==> src/rtl/vexec_seq.sv <==
// vexec_seq: sequential 5-lane x 32-bit vector execute stage, one lane per cycle.
// Optional DOT (op 101) multiply-accumulate path is built only when VEXEC_DOT_EN is defined.
module vexec_seq (
    input  logic         clk,
    input  logic         reset,
    input  logic         start,
    input  logic [2:0]   op,
    input  logic [3:0]   wa_in,
    input  logic [159:0] a_vec,
    input  logic [159:0] b_vec,
    output logic         vector_op,
    output logic         busy,
    output logic         done,
    output logic         err,
    output logic         zero,
    output logic         we3,
    output logic [3:0]   wa3,
    output logic [31:0]  wd1,
    output logic [31:0]  wd2,
    output logic [31:0]  wd3,
    output logic [31:0]  wd4,
    output logic [31:0]  wd5
);

    typedef enum logic [1:0] {
        IDLE = 2'd0,
        EXEC = 2'd1,
        WB   = 2'd2
    } state_t;

    localparam logic [2:0] OP_ADD = 3'd0;
    localparam logic [2:0] OP_SUB = 3'd1;
    localparam logic [2:0] OP_AND = 3'd2;
    localparam logic [2:0] OP_ORR = 3'd3;
    localparam logic [2:0] OP_MUL = 3'd4;
    localparam logic [2:0] OP_DOT = 3'd5;

    function automatic logic op_legal(input logic [2:0] o);
        case (o)
            OP_ADD, OP_SUB, OP_AND, OP_ORR, OP_MUL: op_legal = 1'b1;
`ifdef VEXEC_DOT_EN
            OP_DOT:                                 op_legal = 1'b1;
`endif
            default:                                op_legal = 1'b0;
        endcase
    endfunction

    state_t         state_r;
    state_t         state_next_s;
    logic [2:0]     op_r;
    logic [159:0]   a_r;
    logic [159:0]   b_r;
    logic [2:0]     cnt_r;
    logic [159:0]   res_r;
    logic [159:0]   wd_r;

    logic [31:0]    lane_a_s;
    logic [31:0]    lane_b_s;
    logic [31:0]    prod_s;
    logic [31:0]    lane_res_s;
    logic           legal_s;
    logic           write_lane_s;
    logic           last_lane_s;
    logic [159:0]   res_next_s;
    logic [159:0]   wd_final_s;
    logic           zero_final_s;
`ifdef VEXEC_DOT_EN
    logic [31:0]    acc_r;
    logic [31:0]    acc_next_s;
`endif

    // FSM state register
    always_ff @(posedge clk) begin
        if (reset) begin
            state_r <= IDLE;
        end else begin
            state_r <= state_next_s;
        end
    end

    // FSM next-state logic
    always_comb begin
        state_next_s = state_r;
        case (state_r)
            IDLE: begin
                if (start) begin
                    state_next_s = EXEC;
                end else begin
                    state_next_s = IDLE;
                end
            end
            EXEC: begin
                if (last_lane_s) begin
                    state_next_s = WB;
                end else begin
                    state_next_s = EXEC;
                end
            end
            WB:      state_next_s = IDLE;
            default: state_next_s = IDLE;
        endcase
    end

    // Shared single-lane datapath and the write-back values formed on the last lane
    always_comb begin
        lane_a_s     = a_r[{cnt_r, 5'd0} +: 32];
        lane_b_s     = b_r[{cnt_r, 5'd0} +: 32];
        prod_s       = lane_a_s * lane_b_s;
        legal_s      = op_legal(op_r);
        last_lane_s  = (cnt_r == 3'd4);
        write_lane_s = legal_s && (op_r != OP_DOT);
        case (op_r)
            OP_ADD:  lane_res_s = lane_a_s + lane_b_s;
            OP_SUB:  lane_res_s = lane_a_s - lane_b_s;
            OP_AND:  lane_res_s = lane_a_s & lane_b_s;
            OP_ORR:  lane_res_s = lane_a_s | lane_b_s;
            OP_MUL:  lane_res_s = prod_s;
            default: lane_res_s = 32'd0;
        endcase
`ifdef VEXEC_DOT_EN
        acc_next_s = acc_r + prod_s;
`endif
        res_next_s = res_r;
        if (write_lane_s) begin
            res_next_s[{cnt_r, 5'd0} +: 32] = lane_res_s;
        end else begin
            res_next_s = res_r;
        end
        if (!legal_s) begin
            wd_final_s = 160'd0;
        end
`ifdef VEXEC_DOT_EN
        else if (op_r == OP_DOT) begin
            wd_final_s = {128'd0, acc_next_s};
        end
`endif
        else begin
            wd_final_s = res_next_s;
        end
        zero_final_s = legal_s && (wd_final_s == 160'd0);
    end

    // Operand latch, lane sequencing and registered write-back outputs
    always_ff @(posedge clk) begin
        if (reset) begin
            op_r      <= 3'd0;
            a_r       <= 160'd0;
            b_r       <= 160'd0;
            cnt_r     <= 3'd0;
            res_r     <= 160'd0;
            wd_r      <= 160'd0;
            wa3       <= 4'd0;
            busy      <= 1'b0;
            vector_op <= 1'b0;
            done      <= 1'b0;
            we3       <= 1'b0;
            err       <= 1'b0;
            zero      <= 1'b0;
`ifdef VEXEC_DOT_EN
            acc_r     <= 32'd0;
`endif
        end else begin
            case (state_r)
                IDLE: begin
                    if (start) begin
                        op_r      <= op;
                        a_r       <= a_vec;
                        b_r       <= b_vec;
                        wa3       <= wa_in;
                        cnt_r     <= 3'd0;
                        res_r     <= 160'd0;
                        busy      <= 1'b1;
                        vector_op <= 1'b1;
`ifdef VEXEC_DOT_EN
                        acc_r     <= 32'd0;
`endif
                    end
                end
                EXEC: begin
                    res_r <= res_next_s;
                    cnt_r <= cnt_r + 3'd1;
`ifdef VEXEC_DOT_EN
                    if (op_r == OP_DOT) begin
                        acc_r <= acc_next_s;
                    end
`endif
                    // Outputs are loaded on the last lane so they are valid for the whole WB cycle
                    if (last_lane_s) begin
                        wd_r <= wd_final_s;
                        done <= 1'b1;
                        we3  <= legal_s;
                        err  <= !legal_s;
                        zero <= zero_final_s;
                    end
                end
                WB: begin
                    done      <= 1'b0;
                    we3       <= 1'b0;
                    busy      <= 1'b0;
                    vector_op <= 1'b0;
                end
                default: begin
                    done <= 1'b0;
                    we3  <= 1'b0;
                end
            endcase
        end
    end

    assign wd1 = wd_r[31:0];
    assign wd2 = wd_r[63:32];
    assign wd3 = wd_r[95:64];
    assign wd4 = wd_r[127:96];
    assign wd5 = wd_r[159:128];

endmodule

==> config.mk <==
export PLATFORM = sky130hd
export DESIGN_NAME = vexec_seq
export DESIGN_NICKNAME = d
export VERILOG_FILES = /design/src/rtl/vexec_seq.sv
export SDC_FILE = /design/constraint.sdc
export NUM_CORES = 2
export LEC_CHECK = 0
export BUFFER_PORTS_ARGS = -buffer_cell sky130_fd_sc_hd__buf_2
export CAP_MARGIN = 25
export CORE_MARGIN = 2
export CORE_UTILIZATION = 25
export CTS_BUF_LIST = sky130_fd_sc_hd__clkbuf_8 sky130_fd_sc_hd__clkbuf_16
export DETAILED_ROUTE_END_ITERATION = 8
export MAX_ROUTING_LAYER = met4
export SLEW_MARGIN = 25
export SYNTH_ARGS = -nofsm -noshare
export SYNTH_HDL_FRONTEND = slang
export SYNTH_SLANG_ARGS = --single-unit
==> constraint.sdc <==
create_clock -name clk -period 13.8 [get_ports clk]
set_input_delay 1.38 -clock clk [delete_from_list [all_inputs] [get_ports clk]]
set_output_delay 1.38 -clock clk [all_outputs]
set_load 0.005 [all_outputs]
[Word-level counts from Yosys, hierarchy flattened]
Cells that the tools add are included.
Word-level totals
  register bits: 657
  input port bits: 330
  output and inout port bits: 170
Cells by class
  $add $sub $neg: 4
  $mul: 1
  eq/ne operators: 10
  shift-type cells: 4
  muxes and demuxes: 18
  bitwise gates (word level): 3
  reductions and logical operators: 14
Operator list (count)
  two-way mux 160 bit: 3
  one-hot mux 160 bit (2 select lines): 1
  variable part select 160 x 9 -> 32 bit: 2
  bitwise mux 160 bit: 1
  zero test 160 bit: 1
  one-hot mux 32 bit (5 select lines): 1
  variable shift 32 x 10 -> 160 bit (first input constant): 1
  variable part select 32 x 10 -> 160 bit: 1
  adder 32 bit: 1
  bitwise AND 32 bit: 1
  multiplier 32 x 32 -> 32 bit: 1
  OR 32 bit: 1
  subtractor 32 bit: 1
  negator 8 -> 10 bit: 1
  AND reduction 2 bit: 5
  equality test 3 x 2 -> 1 bit (second input constant): 2
  equality test 3 bit (second input constant): 2
  one-hot mux 1 bit (2 select lines): 3
  one-hot mux 3 bit (2 select lines): 1
  two-way mux 1 bit: 5
  OR reduction 5 bit: 1
  != test 2 bit (second input constant): 2
  one-hot mux 2 bit (2 select lines): 1
  nonzero test 2 bit: 2
  12 further kinds: 13

[Logic depth before layout (Yosys ltp)]
  depth in word-level cells: 9
  mapped depth: 40
  depth with buffers taken out: 33

[Worst setup path after synthesis]
OpenSTA, ideal clock, no wires.
  path kind: register to register
  start: register cnt_r[0]
  end: register zero
  arrival time: 9708 ps
  required time: 13716 ps
  path slack: 4007 ps
  cell stages (with the launch flop): 34
  path buffers: 6
  cell sequence: dfxtp_1 buf_6 buf_6 buf_4 mux2_2 a221oi_1 clkbuf_1 buf_1 nor2_1 fa_1 fa_1 fa_1 inv_1 fa_1 inv_1 fa_1 inv_1 fa_1 inv_1 fa_1 fa_1 ha_1 clkbuf_1 nand4_1 o41a_1 and3_1 or4_1 a311o_1 nor4_1 a2bb2o_1 nor4_1 and4_1 nand4_1 o31ai_2
On the way
  word-level cells in the longest chain between the ends: 9
Ends and longest elaborated chain
  start, declared: RTL line 53  | logic [2:0] cnt_r;
  start signal, assigned: RTL line 181  | cnt_r <= cnt_r + 3'd1;
  variable part select 160 x 9 -> 32 bit, on equally long branches: RTL line 106, 107
  multiplier 32 x 32 -> 32 bit (tied with other cells): RTL line 108  | prod_s = lane_a_s * lane_b_s;
  one-hot mux 32 bit (5 select lines): RTL line 112  | case (op_r)
  variable part select 32 x 10 -> 160 bit: RTL line 125  | res_next_s[{cnt_r, 5'd0} +: 32] = lane_res_s;
  bitwise mux 160 bit: RTL line 125
  two-way mux 160 bit: RTL line 124  | if (write_lane_s) begin
  two-way mux 160 bit: RTL line 129  | if (!legal_s) begin
  zero test 160 bit: RTL line 140  | zero_final_s = legal_s && (wd_final_s == 160'd0);
  logical AND 1 bit: RTL line 140
  end signal, assigned: RTL line 193  | zero <= zero_final_s;
  end, declared: RTL line 15  | output logic zero,
Several ways; a longest one is shown, not always the timed one.
A chain may end at the register's enable or synchronous reset.

[Worst setup path after layout]
Same ends and word-level chain as after synthesis.

==> impl_metrics.yaml <==
cts:
  postCtsSetupBuffers: 0
  tritoncts: "built"
  cts_buffers: 70
  clk_pin_slew_ns: 0.06
  cts-hold-fix-buffers: 0
  cts_num_sinks: 657
  root_buffer: "clkbuf_16"
  cts_resized: 0
  htreeDepth: 3
  clk_latency_ns: 0.72
  clockBufferDepth: 3
synth:
  syn_area_um2: 46400
  synth_edf_count: 0
  syn-instance-count: 5804
  seq_area_frac_synth_pct: 28.35
  synth_nets: 6707
  avgSynthCellArea_um2: 7.994
  synth_ff_type: "dfxtp_1"
  async_flop_share_pct: 0
  ys_types: 90
  yosys_warnings: 0
  synth_seq_cells: 657
placed_design:
  dp_cells: 8483
  port_buffers: 499
  post_dp_cell_area_um2: 51530
  place_hpwl_um: 158800
  finalWeightedCongestion: 0.9983
routing:
  drtIter0Drc: 4888
  dr.pass1.iters: 9
  ant_nets: 0
  vias: 44630
  vias_per_cell: 5.177
  drc: 0
  wire_per_inst_um: 24.36
  drt-total-wl_um: 210000
worst_setup_path:
  slowest_stage: "dfxtp_4"
  start_kind: "flip-flop"
  cp_common_cell: "fa_1"
  rr_endpoint: "zero$_SDFFE_PP0P_"
  rr_worst_depth: 30
  path_class: "flip-flop to flip-flop"
  endpoint_kind: "flip-flop"
  r2r_slack_ns: 2.55
  critPathBufInv: 6
  crit_family: "adder cells"
  critical_path.max_stage_delay_ns: 0.76
  worstPathRequired_ns: 14.41
  cp_max_fo: 41
  reg2reg_from: "cnt_r[0]$_SDFFE_PP0P_"
  crit_arrival_ns: 11.86
floorplan:
  fp.coreArea_um2: 184800
  die_h_um: 434.8
  initial_core_util_pct: 25.10
  die-area_um2: 189100
  num_rows: 158
  die_w_um: 434.8
  num_io_pins: 500
global_route:
  grt-ovfl-total: 0
  grt_max_degree: 159
  antenna_found_initial: 10
  track_usage_pct: 22.16
  grt_pass1_vias: 43900
  grt_pass1_wl_um: 304400
power:
  power_density_nw_per_um2: 116.9
  switchingPower_uw: 2501
  p_leak_uw: 0.02215
  combPwrFrac_pct: 35.8
  peakVddDrop_uv: 87.18
  switching_share_pct: 39.59
  p_clk_share_pct: 32.3
  p_seq_share_pct: 32.0
  p_int_uw: 3817
timing:
  setup-violations-final: 0
  fin_setup_tns_ns: 0
  relSlewSlack_pct: 25.49
  rsz0062_at_grt: "false"
  period_share_pct: 81.53
  slew_viol_final: 0
  fmax_mhz: 88.88
  report.final.hold_viol_count: 0
  hold-worst-slack_ns: 0.4493
  tightestPinTransition_ns: 1.118
  period_needed_ns: 11.25
  fin_skew_ns: 0.07189
min_path:
  hold_path_depth: 2
  hold_end: "b_r[102]$_SDFFE_PP0P_"
  hold_path.class: "flip-flop to flip-flop"
  hp-start: "b_r[102]$_SDFFE_PP0P_"
finish:
  instances_no_fill: 8621
  drive_above_1_share_pct: 13.87
  layout_commonest_cell: "nand2_1"
  fin_util_pct: 29.24
  fill_cells: 19900
  layout_common_cells: "1152 x nand2_1, 654 x dfxtp_1, 635 x nor2_1"
  fin_nets: 6978
  fin_area_um2: 54050
  synthToLayoutAreaGrowth_pct: 16.50
job:
  drv_cap: 0
run_status:
  outcome: "finished, final reports clean"
[synthesized netlist by cell type, types with 24 or more instances]
| master | n | area share [%] |
|---|---|---|
| nand4_1 | 25 | 0.34 |
| o22ai_1 | 33 | 0.44 |
| inv_1 | 407 | 3.3 |
| a31oi_1 | 91 | 1.2 |
| nor3_1 | 38 | 0.41 |
| nand3_1 | 91 | 0.98 |
| clkbuf_1 | 347 | 2.8 |
| nand2b_1 | 29 | 0.39 |
| xnor2_1 | 85 | 1.6 |
| a22o_1 | 46 | 0.87 |
| mux2_2 | 25 | 0.61 |
| buf_1 | 28 | 0.23 |
| nor4_1 | 29 | 0.39 |
| and2_1 | 31 | 0.42 |
| a21oi_1 | 527 | 5.7 |
| ha_1 | 164 | 4.4 |
| fa_1 | 409 | 18 |
| xor2_1 | 35 | 0.66 |
| mux2i_1 | 135 | 2.9 |
| dfxtp_1 | 657 | 28 |
| buf_2 | 35 | 0.38 |
| a22oi_1 | 112 | 1.8 |
| nor2_1 | 640 | 5.2 |
| nand2_1 | 1153 | 9.3 |
| o21ai_0 | 259 | 2.8 |
| a21o_1 | 24 | 0.39 |
[worst max-delay path by stage]
stage                                startpoint           endpoint  depth (start not counted)
after floorplan           cnt_r[0]$_SDFFE_PP0P_  zero$_SDFFE_PP0P_                         33
after global placement    cnt_r[0]$_SDFFE_PP0P_  zero$_SDFFE_PP0P_                         30
after detailed placement  cnt_r[0]$_SDFFE_PP0P_  zero$_SDFFE_PP0P_                         30
after CTS                 cnt_r[0]$_SDFFE_PP0P_  zero$_SDFFE_PP0P_                         30
after global routing      cnt_r[0]$_SDFFE_PP0P_  zero$_SDFFE_PP0P_                         30
final                     cnt_r[0]$_SDFFE_PP0P_  zero$_SDFFE_PP0P_                         30
[routing by layer]
metal | share of wire [%] | track usage [%] | vias up | wire, um
met1 | 39 | 26.56 | 22050 | 82820
met3 | 7.6 | 3.621 | 539 | 15900
met4 | 7.5 | 14.39 | 0 | 15660
met5 | 0 | - | - | 0
met2 | 46 | 34.43 | 2231 | 95580
li1 | - | - | 19810 | -
[kinds of logic (layout without fill, tap and decap cells)]
group | count (synthesis) | after routing | share of synthesized area [%]
simple gates | 2133 | 2133 | 18.95
buf+inv | 848 | 1173 | 7.149
other cells | 0 | 12 | 0
mux | 169 | 169 | 3.907
flops | 657 | 657 | 28.35
compound gates | 1285 | 1285 | 16.88
fa+ha+maj | 591 | 591 | 22.46
xor+xnor | 121 | 121 | 2.314
[flip-flops by register name (all words and copies together) (netlist names)]
name	flops
wa3	4
err	1
we3	1
busy	1
state_r	2
zero	1
a_r	160
cnt_r	3
wd_r	160
b_r	160
done	1
op_r	3
res_r	160
[power groups by stage]
stage          registers [uW]  clock network, uW  logic (uW)
2_1_floorplan            2030                  0        1280
3_3_place_gp             2060                  0        2190
3_5_place_dp             2060                  0        2190
4_1_cts                  2020               2070        2200
5_1_grt                  2020               2140        2380
6_report                 2020               2040        2260
[worst register-to-register path, delay by kind of cell (launching register included)]
kind | cells | cell delay, ns
flip-flops | 1 | 0.76
adder cells (fa/ha/maj) | 9 | 4.02
AND/OR/NAND/NOR | 8 | 2.27
multiplexers | 1 | 0.53
AO/OA/AOI/OAI | 6 | 2.02
buffers and inverters | 6 | 1.56
[final cells by class]
class | instances | area, um^2 | area share, %
clock buffer | 84 | 1956 | 3.618
tap | 2480 | 3103 | 5.740
antenna | 12 | 30.03 | 0.05555
sequential | 657 | 13160 | 24.35
timing repair buffer | 627 | 3526 | 6.523
multi-input combinational | 4299 | 30170 | 55.81
inverter | 420 | 1577 | 2.917
clock inverter | 42 | 534.3 | 0.9884
[stage by stage]
stage / setup WS (ns) / total power (uW)
2_1_floorplan: 4.007 / 3312
3_3_place_gp: 2.693 / 4250
3_5_place_dp: 2.606 / 4248
4_1_cts: 2.582 / 6283
5_1_grt: 2.178 / 6542
6_report: 2.549 / 6318
Power figures use the tool's default switching activity.
